**config.mk**
```make
export PLATFORM = sky130hd
export DESIGN_NAME = mem_arbiter
export DESIGN_NICKNAME = d
export VERILOG_FILES = /design/src/rtl/mem_arb_pkg.sv /design/src/rtl/mem_arb_hold_cnt.sv /design/src/rtl/mem_arbiter.sv
export SDC_FILE = /design/constraint.sdc
export NUM_CORES = 1
export LEC_CHECK = 0
export ABC_AREA = 1
export CAP_MARGIN = 20
export CORE_MARGIN = 2
export CORE_UTILIZATION = 32
export DETAILED_ROUTE_END_ITERATION = 10
export PLACE_DENSITY_LB_ADDON = 0.15
export SLEW_MARGIN = 20
export SYNTH_ARGS = -nofsm -noshare
export SYNTH_HDL_FRONTEND = slang
export SYNTH_SLANG_ARGS = --single-unit
```
**constraint.sdc**
```tcl
create_clock -name clk -period 5.1 [get_ports clk]
set_input_delay 1.02 -clock clk [delete_from_list [all_inputs] [get_ports clk]]
set_output_delay 1.02 -clock clk [all_outputs]
set_load 0.01 [all_outputs]
```
**src/rtl/mem_arb_pkg.sv**
```systemverilog
// Shared types and default sizing for the unified-memory arbiter.
package mem_arb_pkg;
  typedef enum logic [1:0] {
    OWN_NONE = 2'b00,
    OWN_CPU  = 2'b01,
    OWN_DBG  = 2'b10
  } own_e;

  localparam int MEM_ARB_AW       = 8;
  localparam int MEM_ARB_DW       = 8;
  localparam int MEM_ARB_MAX_HOLD = 8;
endpackage

```
**src/rtl/mem_arb_hold_cnt.sv**
```systemverilog
// Saturating count of consecutive grants held by the current owner.
module mem_arb_hold_cnt #(
  parameter int MAX_HOLD = 8
) (
  input  logic clk,
  input  logic reset,
  input  logic clr,
  input  logic load1,
  input  logic inc,
  output logic at_max
);
  localparam int HW = $clog2(MAX_HOLD + 1);

  logic [HW-1:0] cnt_q, cnt_d;

  always_comb begin
    cnt_d = cnt_q;
    if (clr)                                cnt_d = '0;
    else if (load1)                         cnt_d = HW'(1);
    else if (inc && (cnt_q != {HW{1'b1}}))  cnt_d = cnt_q + HW'(1);
  end

  always_ff @(posedge clk) begin
    if (reset) cnt_q <= '0;
    else       cnt_q <= cnt_d;
  end

  assign at_max = (cnt_q >= HW'(MAX_HOLD));
endmodule

```
**src/rtl/mem_arbiter.sv**
```systemverilog
// Single-port memory arbiter between CPU and debug/loader, with burst lock and hold limit.
// Build option: MEM_ARB_RR_EN selects round-robin tie-break instead of CPU priority.
module mem_arbiter
  import mem_arb_pkg::*;
#(
  parameter int AW       = MEM_ARB_AW,
  parameter int DW       = MEM_ARB_DW,
  parameter int MAX_HOLD = MEM_ARB_MAX_HOLD
) (
  input  logic          clk,
  input  logic          reset,
  input  logic          cpu_req,
  input  logic          dbg_req,
  input  logic          cpu_lock,
  input  logic          dbg_lock,
  input  logic          cpu_we,
  input  logic          dbg_we,
  input  logic [AW-1:0] cpu_addr,
  input  logic [AW-1:0] dbg_addr,
  input  logic [DW-1:0] cpu_wdata,
  input  logic [DW-1:0] dbg_wdata,
  output logic          cpu_gnt,
  output logic          dbg_gnt,
  output logic          cpu_rvalid,
  output logic          dbg_rvalid,
  output logic [DW-1:0] cpu_rdata,
  output logic [DW-1:0] dbg_rdata,
  output logic [AW-1:0] mem_addr,
  output logic          mem_we,
  output logic [DW-1:0] mem_wdata,
  input  logic [DW-1:0] mem_rdata
);
  typedef struct packed {
    logic          we;
    logic [AW-1:0] addr;
    logic [DW-1:0] wdata;
  } mem_cmd_t;

  own_e     owner_q, owner_d, last_q, last_d, win;
  logic     rv_cpu_q, rv_cpu_d, rv_dbg_q, rv_dbg_d;
  logic     owner_req, owner_lock, other_req, tie_cpu, at_max;
  mem_cmd_t cpu_cmd, dbg_cmd, mem_cmd;

  assign cpu_cmd = '{we: cpu_we, addr: cpu_addr, wdata: cpu_wdata};
  assign dbg_cmd = '{we: dbg_we, addr: dbg_addr, wdata: dbg_wdata};

`ifdef MEM_ARB_RR_EN
  assign tie_cpu = (last_q != OWN_CPU);
`else
  logic unused_last;
  assign unused_last = ^last_q;
  assign tie_cpu     = 1'b1;
`endif

  always_comb begin
    owner_req  = 1'b0;
    owner_lock = 1'b0;
    other_req  = 1'b0;
    case (owner_q)
      OWN_CPU: begin owner_req = cpu_req; owner_lock = cpu_lock; other_req = dbg_req; end
      OWN_DBG: begin owner_req = dbg_req; owner_lock = dbg_lock; other_req = cpu_req; end
      default: ;
    endcase

    // A locked owner is only preempted once it has used up its hold budget.
    win = OWN_NONE;
    if (owner_req && owner_lock && (!at_max || !other_req)) win = owner_q;
    else if (cpu_req && dbg_req) win = tie_cpu ? OWN_CPU : OWN_DBG;
    else if (cpu_req)            win = OWN_CPU;
    else if (dbg_req)            win = OWN_DBG;
    if (reset) win = OWN_NONE;

    mem_cmd = '0;
    if (win == OWN_CPU)      mem_cmd = cpu_cmd;
    else if (win == OWN_DBG) mem_cmd = dbg_cmd;

    owner_d  = win;
    last_d   = (win == OWN_NONE) ? last_q : win;
    rv_cpu_d = (win == OWN_CPU) && !cpu_we;
    rv_dbg_d = (win == OWN_DBG) && !dbg_we;
  end

  mem_arb_hold_cnt #(.MAX_HOLD(MAX_HOLD)) u_hold (
    .clk    (clk),
    .reset  (reset),
    .clr    (win == OWN_NONE),
    .load1  ((win != OWN_NONE) && (win != owner_q)),
    .inc    ((win != OWN_NONE) && (win == owner_q)),
    .at_max (at_max)
  );

  always_ff @(posedge clk) begin
    if (reset) begin
      owner_q  <= OWN_NONE;
      last_q   <= OWN_DBG;
      rv_cpu_q <= 1'b0;
      rv_dbg_q <= 1'b0;
    end else begin
      owner_q  <= owner_d;
      last_q   <= last_d;
      rv_cpu_q <= rv_cpu_d;
      rv_dbg_q <= rv_dbg_d;
    end
  end

  assign cpu_gnt    = (win == OWN_CPU);
  assign dbg_gnt    = (win == OWN_DBG);
  assign mem_addr   = mem_cmd.addr;
  assign mem_we     = mem_cmd.we;
  assign mem_wdata  = mem_cmd.wdata;
  // A read completing into a reset cycle is dropped.
  assign cpu_rvalid = rv_cpu_q && !reset;
  assign dbg_rvalid = rv_dbg_q && !reset;
  assign cpu_rdata  = mem_rdata;
  assign dbg_rdata  = mem_rdata;
endmodule

```
==> metrics.txt <==
Final Max Tran Viols 0; Worst setup EP type output port; CTS tree built; Peak VDD IR 0.0001250 V; simple-gate share of the synthesized area 27.99%; syn nets 169; Rows 18; power per cell area 146.8 nW/um^2; Adder-Cell Fraction of Synth Area 5.831%; initial core utilization 34.33%; actual slew at the worst max-slew pin 0.3932 ns; DR vias 911; Unique masters post-synth 23; Max-Cap Viols 0; compound-gate portion of the synthesized area 20.99%; FMAX 234.4 MHz; yosys warns 0; cell count after synthesis 117; GR Layer Usage met3 6.047%; unrepaired setup endpoints after global routing false; Worst slew margin 73.72%; most frequent cells in the layout clkdlybuf4s50_1 (60), nand2_1 (26), a22o_1 (17), inv_1 (13), dfxtp_1 (8); Num Clock Sinks 8; HP Class reg -> reg; Core Box Area 2500 sq um; GRT busiest layer met2; CTS Buf Count 3; worst setup margin 0.8336 ns; XOR/XNOR Fraction of Synth Area 3.061%; area grow syn2layout 60.35%; DR pass1 iterations 4; register area share after synthesis 18.66%; Crit Path Max Fanout 18; Reg clk slew, reported paths 0.05 ns; mean post-synth cell area 7.336 sq um; chip height 55.79 microns; Ports 85; Post-CTS Setup Bufs 0; Netlist Area Pre-Place 858.3 sq um; most common cell after layout, fill and taps aside clkdlybuf4s50_1; GRT Util Overall 16.52%; largest net degree at the start of global routing 19; main combinational cell family by area after synthesis simple AND/OR/NAND/NOR gates; port buffer count 60; Hold Buf Count CTS 0; period utilization 83.65%; Worst EP required 4.08 ns; global-route wire length before repair 4140 microns; post-CTS sizing 0; share of layout cells above drive strength 1 8.642%; Final HPWL DP 2150 microns; Setup Skew 0.004718 ns; Clock Latency Late Sink 0.25 ns; setup_tns 0 ns; Detail Route Antenna Nets 0; GRT overflow 0; initial antenna violation count 0; minimum clock period 4.266 ns; mux share of post-synthesis cell area 0%; status finished clean; Cells after DPL 189; grt met1 use 15.94%; FF+latch count, synth 8; final std cells w/o fill 192; DR vias/cell 4.745; WL/cell 13.19 microns; H-Tree Depth 1; total wire length 2533 microns; number of global-route vias before repair 913; startpoint types input pin; number of setup violations in the final report 0; full die area 3113 sq um; placer congestion estimate 0.8819; Horiz. Die Dim 55.79 microns; detailed router's first-iteration violation count 20; Placed Instance Area 1354 sq um; CTS max path bufs 2; drt drc 0; Post-Place Worst Slack 0.8344 ns; met2 Usage GRT 32.31%; CP Class in -> out; leakage power 0.5775 nW; setup slack, reg-to-reg 3.17 ns; design area 1376 sq um; clk root buf clkbuf_4; Worst Path Arrival 3.25 ns; Fin. Hold Viols 0; ANT cells 0; Nets 216
## flip-flops by register name (all words and copies together), names as in the netlist
name          count
rv_dbg_q          1
rv_cpu_q          1
u_hold.cnt_q      4
owner_q           2
## stage by stage
step                hold WS (ns)  utilization [%]  power [W]
finish                    0.5032            55.06  0.0002021
global route              0.5400            55.06  0.0002158
CTS                       0.5077            55.06  0.0002053
detailed placement        0.5003            54.15  0.0001568
global placement          0.4899            54.15  0.0001556
floorplan                 0.4692                -  0.0001169
## worst max-delay path, stage by stage
cell	delay, ns
clkdlybuf4s50_1	0.52
nand2_1	0.10
a21oi_2	0.15
nand3_2	0.11
nand2_2	0.09
nand3_4	0.11
nor2_4	0.37
a22o_1	0.21
clkdlybuf4s50_1	0.54
## cells in the mapped netlist
master / count / area [sq um]
a21boi_1: 1 / 7.510
a21oi_1: 3 / 15.01
a21oi_2: 1 / 8.760
a22o_1: 17 / 148.9
buf_4: 16 / 120.1
buf_6: 2 / 22.52
dfxtp_1: 8 / 160.2
ha_1: 4 / 50.05
inv_1: 13 / 48.80
inv_2: 1 / 3.750
inv_4: 1 / 6.260
nand2_1: 26 / 97.59
nand2_2: 2 / 12.51
nand3_1: 7 / 35.03
nand3_2: 2 / 20.02
nand3_4: 1 / 17.52
nand4_1: 2 / 12.51
nor2_1: 3 / 11.26
nor2_2: 1 / 6.260
nor2_4: 2 / 22.52
nor3_1: 1 / 5.000
xnor2_1: 1 / 8.760
xor2_1: 2 / 17.52
## cell type report
cell class                      instances  area [sq um]
Fill cell                             248          1124
Timing Repair Buffer                   60         600.6
Multi-Input combinational cell         76         496.7
Sequential cell                         8         160.2
Inverter                               15         58.81
Tap cell                               30         37.54
Clock buffer                            3         22.52
## cell families (layout without fill, tap and decap cells)
kind of cell	Yosys count	count (layout)
DFF	8	8
xor gates and xnor gates	3	3
buffers and inverters	33	78
and+or+nand+nor	47	47
adders and majority gates	4	4
AOI/OAI and AO/OA	22	22
## per-layer routing
| layer | vias up | wire [microns] |
|---|---|---|
| met4 | 0 | 28 |
| met3 | 6 | 221 |
| met1 | 399 | 935 |
| met2 | 37 | 1348 |
| met5 | - | 0 |
| li1 | 469 | - |
## power breakdown
part | switching, W | internal [W] | leakage (nW)
Combinational | 0.0000345 | 0.0000544 | 0.498
Clock | 0.0000199 | 0.0000268 | 0.0138
Sequential | 0.00000152 | 0.0000649 | 0.0654
Total | 0.0000559 | 0.000146 | 0.578
## path summary, 6_finish.rpt
kind	start	to	cells after the start
max	cpu_req	mem_wdata[2]	9
min	u_hold.cnt_q[1]$_SDFFE_PP0P_	u_hold.cnt_q[1]$_SDFFE_PP0P_	2
max reg2reg	owner_q[1]$_SDFF_PP0_	u_hold.cnt_q[2]$_SDFFE_PP0P_	12
min reg2reg	u_hold.cnt_q[1]$_SDFFE_PP0P_	u_hold.cnt_q[1]$_SDFFE_PP0P_	2
Note: power is estimated with default switching activity, not from simulation.
